$ cat src/rtl/ctrl_id_seq.sv
// ID->EX control register with valid/ready handshake, stall hold and flush, plus a
// micro-sequencer that expands PUSH/POP/STMIA/LDMIA into one EX beat per listed register.
module ctrl_id_seq #(
  parameter int IR_W    = 16,
  parameter int RLIST_W = 8,
  parameter int OFS_W   = 6
) (
  input  logic             clk,
  input  logic             rst,
  input  logic             i_valid,
  input  logic [IR_W-1:0]  i_ir,
  output logic             o_ready,
  input  logic             i_stall,
  input  logic             i_flush,
  output logic             o_valid_r,
  output logic [IR_W-1:0]  o_ir_ex_r,
  output logic [2:0]       o_alu_sel_r,
  output logic [3:0]       o_mem_data_access_r,
  output logic [1:0]       o_mem_rd_mode_r,
  output logic [1:0]       o_mem_wr_mode_r,
  output logic [3:0]       o_reg_idx_r,
  output logic [OFS_W-1:0] o_offset_r,
  output logic             o_first_r,
  output logic             o_last_r,
  output logic             dbg_state
);

  // Handshake: an instruction transfers on a cycle where i_valid & o_ready are both 1;
  // o_ready is combinational and never depends on i_valid. i_stall freezes every register,
  // i_flush clears them and has priority over both i_stall and i_valid.

  localparam int LW = RLIST_W + 1;

  localparam logic [2:0] ALU_ADD    = 3'b000;
  localparam logic [2:0] ALU_MV_IMM = 3'b001;
  localparam logic [2:0] ALU_MV_REG = 3'b010;
  localparam logic [2:0] ALU_SUB    = 3'b101;

  localparam logic [1:0] MEM_NONE = 2'd0;
  localparam logic [1:0] MEM_16   = 2'd1;
  localparam logic [1:0] MEM_32   = 2'd2;

  localparam logic [3:0] ACC_NONE = 4'd0;
  localparam logic [3:0] ACC_WORD = 4'd2;

  typedef enum logic {DECODE = 1'b0, SEQ = 1'b1} state_t;

  state_t          state, n_state;
  logic [LW-1:0]   rem_r, n_rem;
  logic [3:0]      extra_r, n_extra;

  logic             n_valid;
  logic [IR_W-1:0]  n_ir;
  logic [2:0]       n_alu;
  logic [3:0]       n_acc;
  logic [1:0]       n_rd;
  logic [1:0]       n_wr;
  logic [3:0]       n_reg;
  logic [OFS_W-1:0] n_offset;
  logic             n_first;
  logic             n_last;

  logic [15:0]   d;
  logic [2:0]    dec_alu;
  logic          is_ldr, is_str, is_push, is_pop, is_stm, is_ldm, is_multi, is_load_multi;
  logic [LW-1:0] dec_list;
  logic [3:0]    dec_xidx;

  logic [LW-1:0] src_list, low_bit, after_list;
  logic [3:0]    src_xidx, pick_idx;

  // Maps a one-hot list bit to a register number; the top bit stands for r14/r15.
  function automatic logic [3:0] bit_idx(input logic [LW-1:0] onehot, input logic [3:0] xidx);
    logic [3:0] r;
    r = '0;
    for (int i = 0; i < LW; i++) begin
      if (onehot[i]) r = (i == RLIST_W) ? xidx : 4'(i);
    end
    return r;
  endfunction

  assign d = i_ir[15:0];

  always_comb begin
    dec_alu = ALU_MV_IMM;
    if (d[15:9] == 7'b0001110)      dec_alu = ALU_ADD;
    else if (d[15:11] == 5'b10101)  dec_alu = ALU_ADD;
    else if (d[15:7] == 9'b101100001) dec_alu = ALU_SUB;
    else if (d[15:11] == 5'b00100)  dec_alu = ALU_MV_IMM;
    else if (d[15:8] == 8'b01000110) dec_alu = ALU_MV_REG;
    else if (d[15:11] == 5'b11100)  dec_alu = ALU_ADD;
    else if (d[15:12] == 4'b1101)   dec_alu = ALU_ADD;
    else if (d[15:11] == 5'b00101)  dec_alu = ALU_SUB;
  end

  assign is_ldr        = (d[15:11] == 5'b01101) || (d[15:11] == 5'b01001);
  assign is_str        = (d[15:11] == 5'b01100);
  assign is_push       = (d[15:9] == 7'b1011010);
  assign is_pop        = (d[15:9] == 7'b1011110);
  assign is_stm        = (d[15:11] == 5'b11000);
  assign is_ldm        = (d[15:11] == 5'b11001);
  assign is_multi      = is_push | is_pop | is_stm | is_ldm;
  assign is_load_multi = is_pop | is_ldm;
  assign dec_list      = {(is_push | is_pop) & d[8], d[RLIST_W-1:0]};
  assign dec_xidx      = is_pop ? 4'd15 : 4'd14;

  // One priority picker serves both the accept beat and the SEQ beats.
  assign src_list   = (state == SEQ) ? rem_r : dec_list;
  assign src_xidx   = (state == SEQ) ? extra_r : dec_xidx;
  assign low_bit    = src_list & ((~src_list) + {{(LW-1){1'b0}}, 1'b1});
  assign after_list = src_list & ~low_bit;
  assign pick_idx   = bit_idx(low_bit, src_xidx);

  assign o_ready   = (state == DECODE) & ~i_stall & ~i_flush;
  assign dbg_state = state;

  always_comb begin
    n_state  = state;
    n_rem    = rem_r;
    n_extra  = extra_r;
    n_valid  = o_valid_r;
    n_ir     = o_ir_ex_r;
    n_alu    = o_alu_sel_r;
    n_acc    = o_mem_data_access_r;
    n_rd     = o_mem_rd_mode_r;
    n_wr     = o_mem_wr_mode_r;
    n_reg    = o_reg_idx_r;
    n_offset = o_offset_r;
    n_first  = o_first_r;
    n_last   = o_last_r;
    if (i_flush) begin
      n_state  = DECODE;
      n_rem    = '0;
      n_extra  = '0;
      n_valid  = 1'b0;
      n_ir     = '0;
      n_alu    = ALU_MV_IMM;
      n_acc    = ACC_NONE;
      n_rd     = MEM_16;
      n_wr     = MEM_NONE;
      n_reg    = '0;
      n_offset = '0;
      n_first  = 1'b0;
      n_last   = 1'b0;
    end else if (!i_stall) begin
      case (state)
        DECODE: begin
          if (i_valid) begin
            n_valid  = 1'b1;
            n_ir     = i_ir;
            n_first  = 1'b1;
            n_last   = 1'b1;
            n_offset = '0;
            n_reg    = '0;
            if (is_multi) begin
              n_alu = ALU_ADD;
              if (dec_list == '0) begin
                n_acc = ACC_NONE;
                n_rd  = MEM_16;
                n_wr  = MEM_NONE;
              end else begin
                n_acc = ACC_WORD;
                n_rd  = is_load_multi ? MEM_32 : MEM_NONE;
                n_wr  = is_load_multi ? MEM_NONE : MEM_32;
                n_reg = pick_idx;
                if (after_list != '0) begin
                  n_last  = 1'b0;
                  n_state = SEQ;
                  n_rem   = after_list;
                  n_extra = dec_xidx;
                end
              end
            end else begin
              n_alu = dec_alu;
              if (is_ldr) begin
                n_alu = ALU_ADD;
                n_acc = ACC_WORD;
                n_rd  = MEM_32;
                n_wr  = MEM_NONE;
              end else if (is_str) begin
                n_alu = ALU_ADD;
                n_acc = ACC_WORD;
                n_rd  = MEM_NONE;
                n_wr  = MEM_32;
              end else begin
                n_acc = ACC_NONE;
                n_rd  = MEM_16;
                n_wr  = MEM_NONE;
              end
            end
          end else begin
            n_valid = 1'b0;
          end
        end
        SEQ: begin
          // Memory mode, ALU select and IR carry over unchanged from the accept beat.
          n_valid  = 1'b1;
          n_reg    = pick_idx;
          n_offset = o_offset_r + OFS_W'(4);
          n_first  = 1'b0;
          n_rem    = after_list;
          n_last   = (after_list == '0);
          if (after_list == '0) n_state = DECODE;
        end
        default: n_state = DECODE;
      endcase
    end
  end

  always_ff @(posedge clk) begin
    if (rst) begin
      state               <= DECODE;
      rem_r               <= '0;
      extra_r             <= '0;
      o_valid_r           <= 1'b0;
      o_ir_ex_r           <= '0;
      o_alu_sel_r         <= ALU_MV_IMM;
      o_mem_data_access_r <= ACC_NONE;
      o_mem_rd_mode_r     <= MEM_16;
      o_mem_wr_mode_r     <= MEM_NONE;
      o_reg_idx_r         <= '0;
      o_offset_r          <= '0;
      o_first_r           <= 1'b0;
      o_last_r            <= 1'b0;
    end else begin
      state               <= n_state;
      rem_r               <= n_rem;
      extra_r             <= n_extra;
      o_valid_r           <= n_valid;
      o_ir_ex_r           <= n_ir;
      o_alu_sel_r         <= n_alu;
      o_mem_data_access_r <= n_acc;
      o_mem_rd_mode_r     <= n_rd;
      o_mem_wr_mode_r     <= n_wr;
      o_reg_idx_r         <= n_reg;
      o_offset_r          <= n_offset;
      o_first_r           <= n_first;
      o_last_r            <= n_last;
    end
  end

endmodule

$ cat config.mk
export PLATFORM = sky130hd
export DESIGN_NAME = ctrl_id_seq
export DESIGN_NICKNAME = d
export VERILOG_FILES = /design/src/rtl/ctrl_id_seq.sv
export SDC_FILE = /design/constraint.sdc
export NUM_CORES = 1
export LEC_CHECK = 0
export ABC_AREA = 1
export BUFFER_PORTS_ARGS = -buffer_cell sky130_fd_sc_hd__buf_2
export CAP_MARGIN = 20
export CORE_MARGIN = 4
export CORE_UTILIZATION = 52
export CTS_CLUSTER_SIZE = 20
export DETAILED_ROUTE_END_ITERATION = 6
export PLACE_DENSITY = 0.91
export SKIP_CTS_REPAIR_TIMING = 1
export SLEW_MARGIN = 20
export SYNTH_ARGS = -nofsm -noshare
export SYNTH_HDL_FRONTEND = slang
export SYNTH_SLANG_ARGS = --single-unit
$ cat constraint.sdc
create_clock -name clk -period 2.6 [get_ports clk]
set_clock_uncertainty 0.2 [all_clocks]
set_input_delay 0.52 -clock clk [delete_from_list [all_inputs] [get_ports clk]]
set_output_delay 0.52 -clock clk [all_outputs]
set_load 0.05 [all_outputs]
### Word-level counts from Yosys, hierarchy flattened

Index checks and enable logic that the tools add are counted.

| operators by class | value |
|---|---|
| $add $sub $neg | 2 |
| eq/ne operators | 19 |
| mux-type cells | 62 |
| bitwise gates (word level) | 15 |
| reduce and logical (&&, ||, !) cells | 9 |

Operators with widths:

| cell | count |
|---|---|
| 4-bit 2-to-1 mux | 12 |
| 9-bit 2-to-1 mux | 5 |
| 3-bit 2-to-1 mux | 11 |
| 2-bit 2-to-1 mux | 12 |
| 5-bit == test (second input constant) | 4 |
| 9-bit AND | 2 |
| 9-bit zero test | 2 |
| 9-bit inverter | 2 |
| 9-bit case mux with 2 select lines | 1 |
| 5-bit by 4-bit == test with 1-bit output (second input constant) | 3 |
| 7-bit == test (second input constant) | 2 |
| 1-bit 2-to-1 mux | 14 |
| 6-bit case mux with 2 select lines | 1 |
| 5-bit by 3-bit == test with 1-bit output (second input constant) | 2 |
| 9-bit by 1-bit adder with 9-bit output (second input constant) | 1 |
| 9-bit == test (second input constant) | 1 |
| 9-bit nonzero test | 1 |
| 8-bit by 7-bit == test with 1-bit output (second input constant) | 1 |
| 1-bit case mux with 2 select lines | 4 |
| 4-bit case mux with 2 select lines | 1 |
| 7-bit by 4-bit == test with 1-bit output (second input constant) | 1 |
| 6-bit by 3-bit adder with 6-bit output (second input constant) | 1 |
| 6-bit 2-to-1 mux | 1 |
| 2-bit != test (second input constant) | 3 |
| other kinds (11) | 19 |

| storage, ports and cells | value |
|---|---|
| register bits after elaboration | 54 |
| input port bits | 21 |
| output and inout bits | 42 |

### Logic depth before layout (Yosys ltp)

Gate-level depths: netlist of the first run.

| depth | value |
|---|---|
| depth after elaboration | 19 |
| gate-level depth with buffers | 16 |
| mapped depth without buffers | 14 |

### Least setup slack after synthesis of the first run

No wires, ideal clock.

| timing | value |
|---|---|
| path kind | reg2out |
| start point | reg state (netlist: dbg_state) |
| end point | out o_ready |
| arrival time | 1.932 ns |
| required time | 1.880 ns |
| slack | -0.052 ns |
| stages on the path, launching flop included | 4 |
| path buffers | 2 |
| cells stage by stage | dfxtp_1 buf_6 buf_12 nor3_1 |

| on the way | value |
|---|---|
| longest elaborated chain between the ends | 3 |

RTL lines:

| element | RTL line | RTL |
|---|---|---|
| start, declared | 48 | `state_t state, n_state;` |
| start signal, assigned | 226 | `state <= n_state;` |
| 1-bit inverter (no source line) | - |  |
| 1-bit AND (2 in a row) | 114 | `assign o_ready = (state == DECODE) & ~i_stall & ~i_flush;` |
| end, declared | 12 | `output logic o_ready,` |

No other way between the ends.

### Worst setup path in the final report of the first run

| timing | value |
|---|---|
| start point | reg state (netlist: dbg_state) |
| end point | reg rem_r[5] |

| on the way | value |
|---|---|
| longest elaborated chain between the ends | 11 |

RTL lines:

| element | RTL line | RTL |
|---|---|---|
| 9-bit 2-to-1 mux | 108 | `assign src_list = (state == SEQ) ? rem_r : dec_list;` |
| 9-bit inverter | 110 | `assign low_bit = src_list & ((~src_list) + {{(LW-1){1'b0}}, 1'b1});` |
| 9-bit by 1-bit adder with 9-bit output | 110 |  |
| 9-bit AND | 110 |  |
| 9-bit inverter | 111 | `assign after_list = src_list & ~low_bit;` |
| 9-bit AND | 111 |  |
| 9-bit 2-to-1 mux | 166 | `if (after_list != '0) begin` |
| 9-bit 2-to-1 mux | 157 | `if (dec_list == '0) begin` |
| 9-bit 2-to-1 mux | 155 | `if (is_multi) begin` |
| 9-bit 2-to-1 mux | 148 | `if (i_valid) begin` |
| 9-bit case mux with 2 select lines | 146 | `case (state)` |
| end signal, assigned | 227 | `rem_r <= n_rem;` |
| end, declared | 49 | `logic [LW-1:0] rem_r, n_rem;` |

Several ways; a longest one is shown, not always the timed one. The select of a mux whose other input is x is not followed.
A chain may end at the register's enable or synchronous reset.

==> metrics.txt, run 1 <==
vias in the first global route=2339; Setup TNS=0 ns; layout cells sized above 1=0.2370; Seq/Total Area, Yosys=0.3785; initial antenna violation count=0; mapped cell area=2380 µm²; Die Height=75.65 µm; Yosys reg bits=45; Vias=2444; Worst Path Required=2.60 ns; CP delay by family, top=simple AND/OR/NAND/NOR gates; asr flop ratio synth=0; met3 Use GR=0.04617; largest net degree at the start of global routing=32; Routed Antenna Nets=0; post-DR wirelength/cell=13.21 µm; cts bufs inserted=5; buffers added on ports=56; RSZ-0062 raised after global routing=no; Slew Viols, Final=0; CP max FO=19; die area=5723 µm²; met2 usage=0.3960; core area=4384 µm²; hold_ws=0.2650 ns; FMAX=450.8 MHz; remaining global-route overflow=0; most frequent CP cell=nand2_1; fill count=420; Synth Instances=350; Crit path largest cell delay=0.39 ns; Final min period=2.218 ns; Antenna Cells=0; Netlist cell types=36; crit path capture type=flop; 1st-pass router iterations=5; worst-case clock buffer depth=2; CP endpoint=rem_r[5]; # IOs=63; R2R depth=14; drt first-iter violations=108; top_reg_cell synth=dfxtp_1; Reg clk slew, reported paths=0.08 ns; total wire length=6.036 mm; htree depth=2; Die X-Extent=75.65 µm; EDFF count, synth=0; register-to-register setup slack=0.38 ns; Area growth, synth to finish=14.93%; r2r endpoint=rem_r[5]; met1 Track Usage GR=0.2785; CP Class=flop to flop; GRT busiest layer=met2; area of the multi-input gates=1222 µm²; r2r startpoint=dbg_state; Final Cycle Share=0.8532; Row Count=24; hold_sp=o_first_r; worst-path cell chain=buf_4 -> nand2_1 -> nand2_2 -> nor2_4 -> nand2_1 -> nand2_1 -> nand3_1 -> nor2_2 -> nand2_2 -> nand2_2 -> nand2_4 -> nand2_1 -> nand2_1 -> nor2_1; Final Hold Viols=0; Worst Path Buf+Inv=1; starting density of the core=0.5428; Final #Nets=427; FF/Latch Area=900.9 µm²; first-pass GRT wire length=10.05 mm; max cap viols=0; CTS root buffer=clkbuf_8; CTS tree=done; GP Congestion=0.9106; via density per instance=5.348; Setup Viol. Count Final=0; detailed placer's ending HPWL=4.597 mm; Sink Count=45; GRT Overall Usage=0.2275; clock insertion delay at the later pin of the skew report=0.30 ns; synthesized area per cell=6.799 µm²; peak supply drop=0.3373 mV; Critical Path Slowest Stage Cell=dfxtp_1; outcome=finished, final reports clean; Yosys warnings=0; Worst setup SP type=flop; leakage power total=1.303 nW; # DRC=0; WP depth=14; Pwr per Cell Area=493.2 nW/µm²; hold path depth=2; min-delay worst type=flop to flop; worst endpoint data arrival time=2.22 ns; CP Launch Point=dbg_state
==> worst min-delay path, delay by kind of cell, from the launching register on <==
kind	cells	cell delay, ns
AO/OA/AOI/OAI	1	0.05
AND/OR/NAND/NOR	1	0.06
flip-flops	1	0.31
==> metal layers <==
layer	wire (µm)	up-vias
li1	-	1239
met1	2653	1123
met2	2884	74
met3	414	8
met4	85	0
met5	0	-
==> registers in the layout, indices dropped and copies added, names as in the netlist <==
name / count
o_mem_wr_mode_r: 1
dbg_state: 1
o_mem_data_access_r: 1
o_last_r: 1
o_alu_sel_r: 3
o_offset_r: 4
o_ir_ex_r: 16
rem_r: 8
o_first_r: 1
o_reg_idx_r: 4
extra_r: 2
o_mem_rd_mode_r: 2
o_valid_r: 1
==> cell usage after synthesis (4+ instances only) <==
cell type | instances | area share
a21oi_1 | 16 | 0.034
buf_4 | 6 | 0.019
clkbuf_1 | 7 | 0.011
dfxtp_1 | 45 | 0.38
inv_1 | 37 | 0.058
nand2_1 | 88 | 0.14
nand2_2 | 15 | 0.039
nand3_1 | 31 | 0.065
nand4_1 | 7 | 0.018
nor2_1 | 36 | 0.057
nor2_2 | 6 | 0.016
nor3_1 | 4 | 0.0084
o21ai_0 | 19 | 0.040
==> placed cells by master, fill, tap and decap left out, types with 2 or more instances in the layout <==
| master | n |
|---|---|
| buf_2 | 56 |
| nor2_1 | 35 |
| conb_1 | 6 |
| nor3_1 | 3 |
| dfxtp_1 | 45 |
| a21oi_1 | 16 |
| nor3_2 | 2 |
| clkbuf_8 | 6 |
| inv_1 | 37 |
| nor2_2 | 7 |
| a211oi_1 | 3 |
| and3_1 | 2 |
| buf_4 | 5 |
| o21ai_0 | 19 |
| nor4_1 | 2 |
| o31ai_1 | 2 |
| nand3_1 | 31 |
| nand2_1 | 88 |
| nand2_2 | 15 |
| a31oi_1 | 3 |
| o211ai_1 | 2 |
| nand4_1 | 7 |
==> through the flow <==
stage,worst slack [ns],instances,utilization,area (µm²),power (mW)
after floorplan,0.3497,355,-,2404,0.8746
after global placement,0.3520,450,0.6042,2649,0.9264
after detailed placement,0.3222,450,0.6042,2649,0.9274
after CTS,0.3776,457,0.6239,2735,1.352
after global routing,0.1513,457,0.6239,2735,1.407
final,0.3816,457,0.6239,2735,1.349
==> where the power goes <==
part	switching, mW	internal (mW)	total, mW
clock	0.225	0.211	0.436
combinational	0.158	0.0516	0.209
sequential	0.00500	0.699	0.704
total	0.388	0.961	1.35
==> cells by family after synthesis <==
logic type / share of synthesized area
and+or+nand+nor: 0.3728
buffers and inverters: 0.1188
AOI/OAI and AO/OA: 0.1230
DFF: 0.3785
adders and majority gates: 0.005257
other: 0.001576
==> worst min-delay path by stage <==
stage,end,slack (ns)
after floorplan,extra_r[2],0.24
after global placement,extra_r[2],0.25
after detailed placement,o_first_r,0.25
after CTS,o_first_r,0.27
after global routing,o_alu_sel_r[2],0.28
final,o_first_r,0.26
==> cell type report <==
type                            instances  area share
Timing Repair Buffer                   61      0.1162
Sequential cell                        45      0.3294
Multi-Input combinational cell        254      0.4469
Clock buffer                            7     0.03156
Tap cell                               52     0.02379
Inverter                               38     0.05215
No activity file was read; power rests on OpenSTA's default activity.
==> inputs of run 2 (changes only) <==
- CORE_UTILIZATION: 52 -> 47
- PLACE_DENSITY: 0.91 -> 0.87
- TNS_END_PERCENT: not set -> 5
- clock period: 2.6 -> 1.9 ns (I/O delays scaled with it)
==> metrics.txt, run 2 (synthesized netlist as in run 1, its figures left out) <==
outcome=finished with violations (was finished, final reports clean); violated checks=setup timing; GP Congestion=1.020 (was 0.9106); max cap viols=0 (unchanged); drt first-iter violations=207 (was 108); min setup slack post-route=-0.2120 ns (was 0.3816 ns); Vias=2798 (was 2444); htree depth=2 (unchanged); FMAX=473.5 MHz (was 450.8 MHz); buffers added on ports=56 (unchanged); cts bufs inserted=5 (unchanged); # IOs=63 (unchanged); Setup TNS=-2.114 ns (was 0 ns); starting density of the core=0.4940 (was 0.5428); 1st-pass router iterations=4 (was 5); # DRC=0 (unchanged); Largest register FFs=16 (unchanged); total wire length=7.877 mm (was 6.036 mm); initial antenna violation count=0 (unchanged); Sink Count=45 (unchanged); CP max FO=8 (was 19); Placed Cells=520 (was 450); die area=6266 µm² (was 5723 µm²); most common cell after layout, fill and taps aside=nand2_1 (unchanged); Routed Antenna Nets=0 (unchanged); Area growth, synth to finish=42.64% (was 14.93%); crit path capture type=flop (unchanged); remaining global-route overflow=0 (unchanged); Antenna Cells=0 (unchanged); layout cells sized above 1=0.4077 (was 0.2370); core area=4817 µm² (was 4384 µm²); leakage power total=1.659 nW (was 1.303 nW); Row Count=25 (was 24); RSZ-0062 raised after global routing=yes (was no); peak supply drop=0.3072 mV (was 0.3373 mV); Die X-Extent=79.16 µm (was 75.65 µm); min-delay worst type=primary input to flop (was flop to flop); clock insertion delay at the later pin of the skew report=0.29 ns (was 0.30 ns); CTS tree=done (unchanged); Worst setup SP type=flop (unchanged); Final Hold Viols=0 (unchanged); Worst Path Required=1.93 ns (was 2.60 ns); largest reg by FF count=o_ir_ex_r (unchanged); Final #Nets=489 (was 427); commonest cells after routing, fill and taps aside=nand2_1, buf_4, buf_2, dfxtp_1, inv_1 (was nand2_1, buf_2, dfxtp_1, inv_1, nor2_1); Largest regs=o_ir_ex_r (16), rem_r (8) (unchanged); worst-case clock buffer depth=2 (unchanged); Reg clk slew, reported paths=0.08 ns (about the same); Slew Viols, Final=0 (unchanged); Final min period=2.112 ns (was 2.218 ns); first-pass GRT wire length=10.96 mm (was 10.05 mm); Setup Viol. Count Final=16 (was 0); Layout Cells excl Fill=533 (was 457); post-DR wirelength/cell=14.78 µm (was 13.21 µm); largest net degree at the start of global routing=18 (was 32); detailed placer's ending HPWL=5.624 mm (was 4.597 mm); worst endpoint data arrival time=2.14 ns (was 2.22 ns); fin util=0.7047 (was 0.6239); Final Cycle Share=1.112 (was 0.8532); vias in the first global route=2414 (was 2339); CTS root buffer=clkbuf_8 (unchanged); via density per instance=5.250 (was 5.348); GRT Overall Usage=0.2206 (was 0.2275); Die Height=79.16 µm (was 75.65 µm); Pwr per Cell Area=561.7 nW/µm² (was 493.2 nW/µm²); CP Class=flop to flop (unchanged)
-- run 2: area by class of cell --
type,instances,area (µm²)
fill,425,1423
multi-input combinational,255,1391
sequential,45,904.6
timing repair buffer,122,793.3
inverter,38,147.6
tap,67,83.83
clock buffer,5,68.82
clock inverter,1,5.005
-- run 2: worst paths after layout --
kind	from	to	slack [ns]	depth (start not counted)
min	i_ir[8]	o_ir_ex_r[8]	0.16	3
max	dbg_state	rem_r[7]	-0.21	14
max reg2reg	dbg_state	rem_r[7]	-0.21	14
min reg2reg	o_valid_r	o_valid_r	0.27	2
-- run 2: layer usage --
| metal | track usage | routed length (µm) | vias to the layer above |
|---|---|---|---|
| li1 | - | - | 1357 |
| met1 | 0.2704 | 3273 | 1299 |
| met2 | 0.3737 | 3841 | 121 |
| met3 | 0.04875 | 544 | 21 |
| met4 | 0.08763 | 218 | 0 |
| met5 | 0 | 0 | - |
-- run 2: where the power goes --
part	switching [mW]	internal, mW
Combinational	0.262	0.142
Clock	0.298	0.242
Sequential	0.00785	0.955
-- run 2: metrics by stage --
stage                     power [mW]  setup slack [ns]  instance area, µm²  hold WS, ns
after detailed placement       1.344           -0.1778                3087       0.2618
after floorplan                1.196          -0.05311                2410       0.2354
after global placement         1.342           -0.1938                3087       0.2498
after CTS                      1.869           -0.1520                3161       0.1434
after global routing           1.977           -0.3358                3395       0.1467
final                          1.907           -0.2120                3395       0.1616
-- run 2: worst max-delay path: stages, from the launching register on --
cell and delay [ns]:
dfxtp_4 0.39, nand2_1 0.07, o21ai_0 0.14, buf_4 0.19, nor2_2 0.14, nand2_2 0.09, nor2_2 0.13, nor2_2 0.05
nor2_2 0.10, nand2_2 0.08, nand2_4 0.13, nand2_8 0.10, nand2_4 0.08, nand2_2 0.04, nor2_1 0.11
==> inputs of run 3 (changes only) <==
- TNS_END_PERCENT: 5 -> 30
==> metrics.txt, run 3 (synthesized netlist as in run 1, its figures left out) <==
CP Launch Point=dbg_state (unchanged); r2r startpoint=dbg_state (unchanged); FF/Latch Area=904.6 µm² (unchanged); core area=4817 µm² (unchanged); min-delay worst type=primary input to flop (unchanged); crit path capture type=flop (unchanged); Worst setup SP type=flop (unchanged); via density per instance=5.153 (was 5.250); Die Height=79.16 µm (unchanged); Largest regs=o_ir_ex_r (16), rem_r (8) (unchanged); RSZ-0062 raised after global routing=yes (unchanged); GRT Overall Usage=0.2296 (was 0.2206); layout cells sized above 1=0.3931 (was 0.4077); htree depth=2 (unchanged); Setup Viol. Count Final=17 (was 16); initial antenna violation count=0 (unchanged); Placed Cells=515 (was 520); Row Count=25 (unchanged); Final min period=2.137 ns (was 2.112 ns); worst-case clock buffer depth=2 (unchanged); Final Hold Viols=0 (unchanged); Post-DP Area=3058 µm² (was 3087 µm²); register-to-register setup slack=-0.24 ns (was -0.21 ns); Layout Cells excl Fill=530 (was 533); Vias=2731 (was 2798); buffers added on ports=56 (unchanged); FMAX=467.9 MHz (was 473.5 MHz); fill count=417 (was 425); # IOs=63 (unchanged); fin util=0.6953 (was 0.7047); DP Worst Slack=-0.2115 ns (was -0.1778 ns); # DRC=0 (unchanged); CP max FO=8 (unchanged); max cap viols=0 (unchanged); CTS root buffer=clkbuf_8 (unchanged); Final Cycle Share=1.125 (was 1.112); largest net degree at the start of global routing=18 (unchanged); remaining global-route overflow=0 (unchanged); cts bufs inserted=5 (unchanged); Slew Viols, Final=0 (unchanged); Antenna Cells=0 (unchanged); largest reg by FF count=o_ir_ex_r (unchanged); Area growth, synth to finish=40.75% (was 42.64%); min setup slack post-route=-0.2370 ns (was -0.2120 ns); post-DR wirelength/cell=14.78 µm (about the same); peak supply drop=0.4305 mV (was 0.3072 mV); GP Congestion=0.9502 (was 1.020); detailed placer's ending HPWL=5.598 mm (was 5.624 mm); total wire length=7.835 mm (was 7.877 mm); Largest register FFs=16 (unchanged); starting density of the core=0.4940 (unchanged); worst endpoint data arrival time=2.17 ns (was 2.14 ns); outcome=finished with violations (unchanged); 1st-pass router iterations=5 (was 4); die area=6266 µm² (unchanged); Final #Nets=486 (was 489); Worst Path Required=1.94 ns (was 1.93 ns); Die X-Extent=79.16 µm (unchanged); drt first-iter violations=252 (was 207); area of the multi-input gates=1373 µm² (was 1391 µm²); CTS tree=done (unchanged); vias in the first global route=2459 (was 2414); leakage power total=1.624 nW (was 1.659 nW); R2R depth=15 (was 14); Routed Antenna Nets=0 (unchanged); Reg clk slew, reported paths=0.09 ns (was 0.08 ns); r2r endpoint=rem_r[2] (was rem_r[7]); first-pass GRT wire length=11.32 mm (was 10.96 mm); Sink Count=45 (unchanged); CP Class=flop to flop (unchanged); design area=3349 µm² (was 3395 µm²); clock insertion delay at the later pin of the skew report=0.31 ns (was 0.29 ns); most common cell after layout, fill and taps aside=nand2_1 (unchanged); CP endpoint=rem_r[2] (was rem_r[7]); commonest cells after routing, fill and taps aside=nand2_1, buf_4, buf_2, dfxtp_1, inv_1 (unchanged); Pwr Total=1.912 mW (was 1.907 mW); Pwr per Cell Area=570.9 nW/µm² (was 561.7 nW/µm²); violated checks=setup timing (unchanged)
==> run 3: worst min-delay path by stage <==
stage / depth (start not counted) / to / start / slack (ns)
global placement: 2 / o_mem_rd_mode_r[0] / o_mem_rd_mode_r[0] / 0.25
global route: 3 / o_ir_ex_r[8] / i_ir[8] / 0.15
detailed placement: 2 / extra_r[2] / extra_r[2] / 0.25
finish: 3 / o_ir_ex_r[8] / i_ir[8] / 0.14
floorplan: 2 / extra_r[2] / extra_r[2] / 0.24
CTS: 3 / o_ir_ex_r[8] / i_ir[8] / 0.13
==> run 3: through the flow <==
step                      TNS [ns]  hold slack (ns)
after global placement      -2.192           0.2493
after global routing        -4.579           0.1511
after floorplan            -0.4084           0.2354
after detailed placement    -2.111           0.2514
after CTS                   -2.093           0.1287
final                       -2.895           0.1376
==> run 3: final cells by class <==
type / count / area share
inverters: 38 / 0.04333
multi-input cells: 255 / 0.4098
flip-flops and latches: 45 / 0.2701
well taps: 67 / 0.02503
clock buffers: 5 / 0.02055
clock inverters: 1 / 0.001494
repair buffers: 119 / 0.2297
==> run 3: power by group <==
group	switching (mW)	leakage, nW	internal, mW
clock	0.319	0.0399	0.243
sequential	0.00766	0.365	0.955
combinational	0.256	1.22	0.133
==> run 3: metal layers <==
metal  vias up  part of all wire  global-route usage  wire length, µm
met5         -                 0                   0                0
met4         0             0.039             0.06701              308
met3        36             0.064             0.03968              500
met2       116              0.49              0.4032             3803
met1      1232              0.41              0.2866             3223
li1       1347                 -                   -                -
==> run 3: critical path: stages (launching register included) <==
cell     delay [ns]
dfxtp_4        0.38
buf_6          0.13
buf_6          0.11
nand2_2        0.06
nand2_2        0.07
nor2_4         0.17
nand3_2        0.14
nand2_2        0.11
nand2_2        0.07
nor2_4         0.09
nand2_2        0.08
nand2_4        0.13
nand2_8        0.09
nand2_2        0.08
nand2_1        0.04
nor2_1         0.10
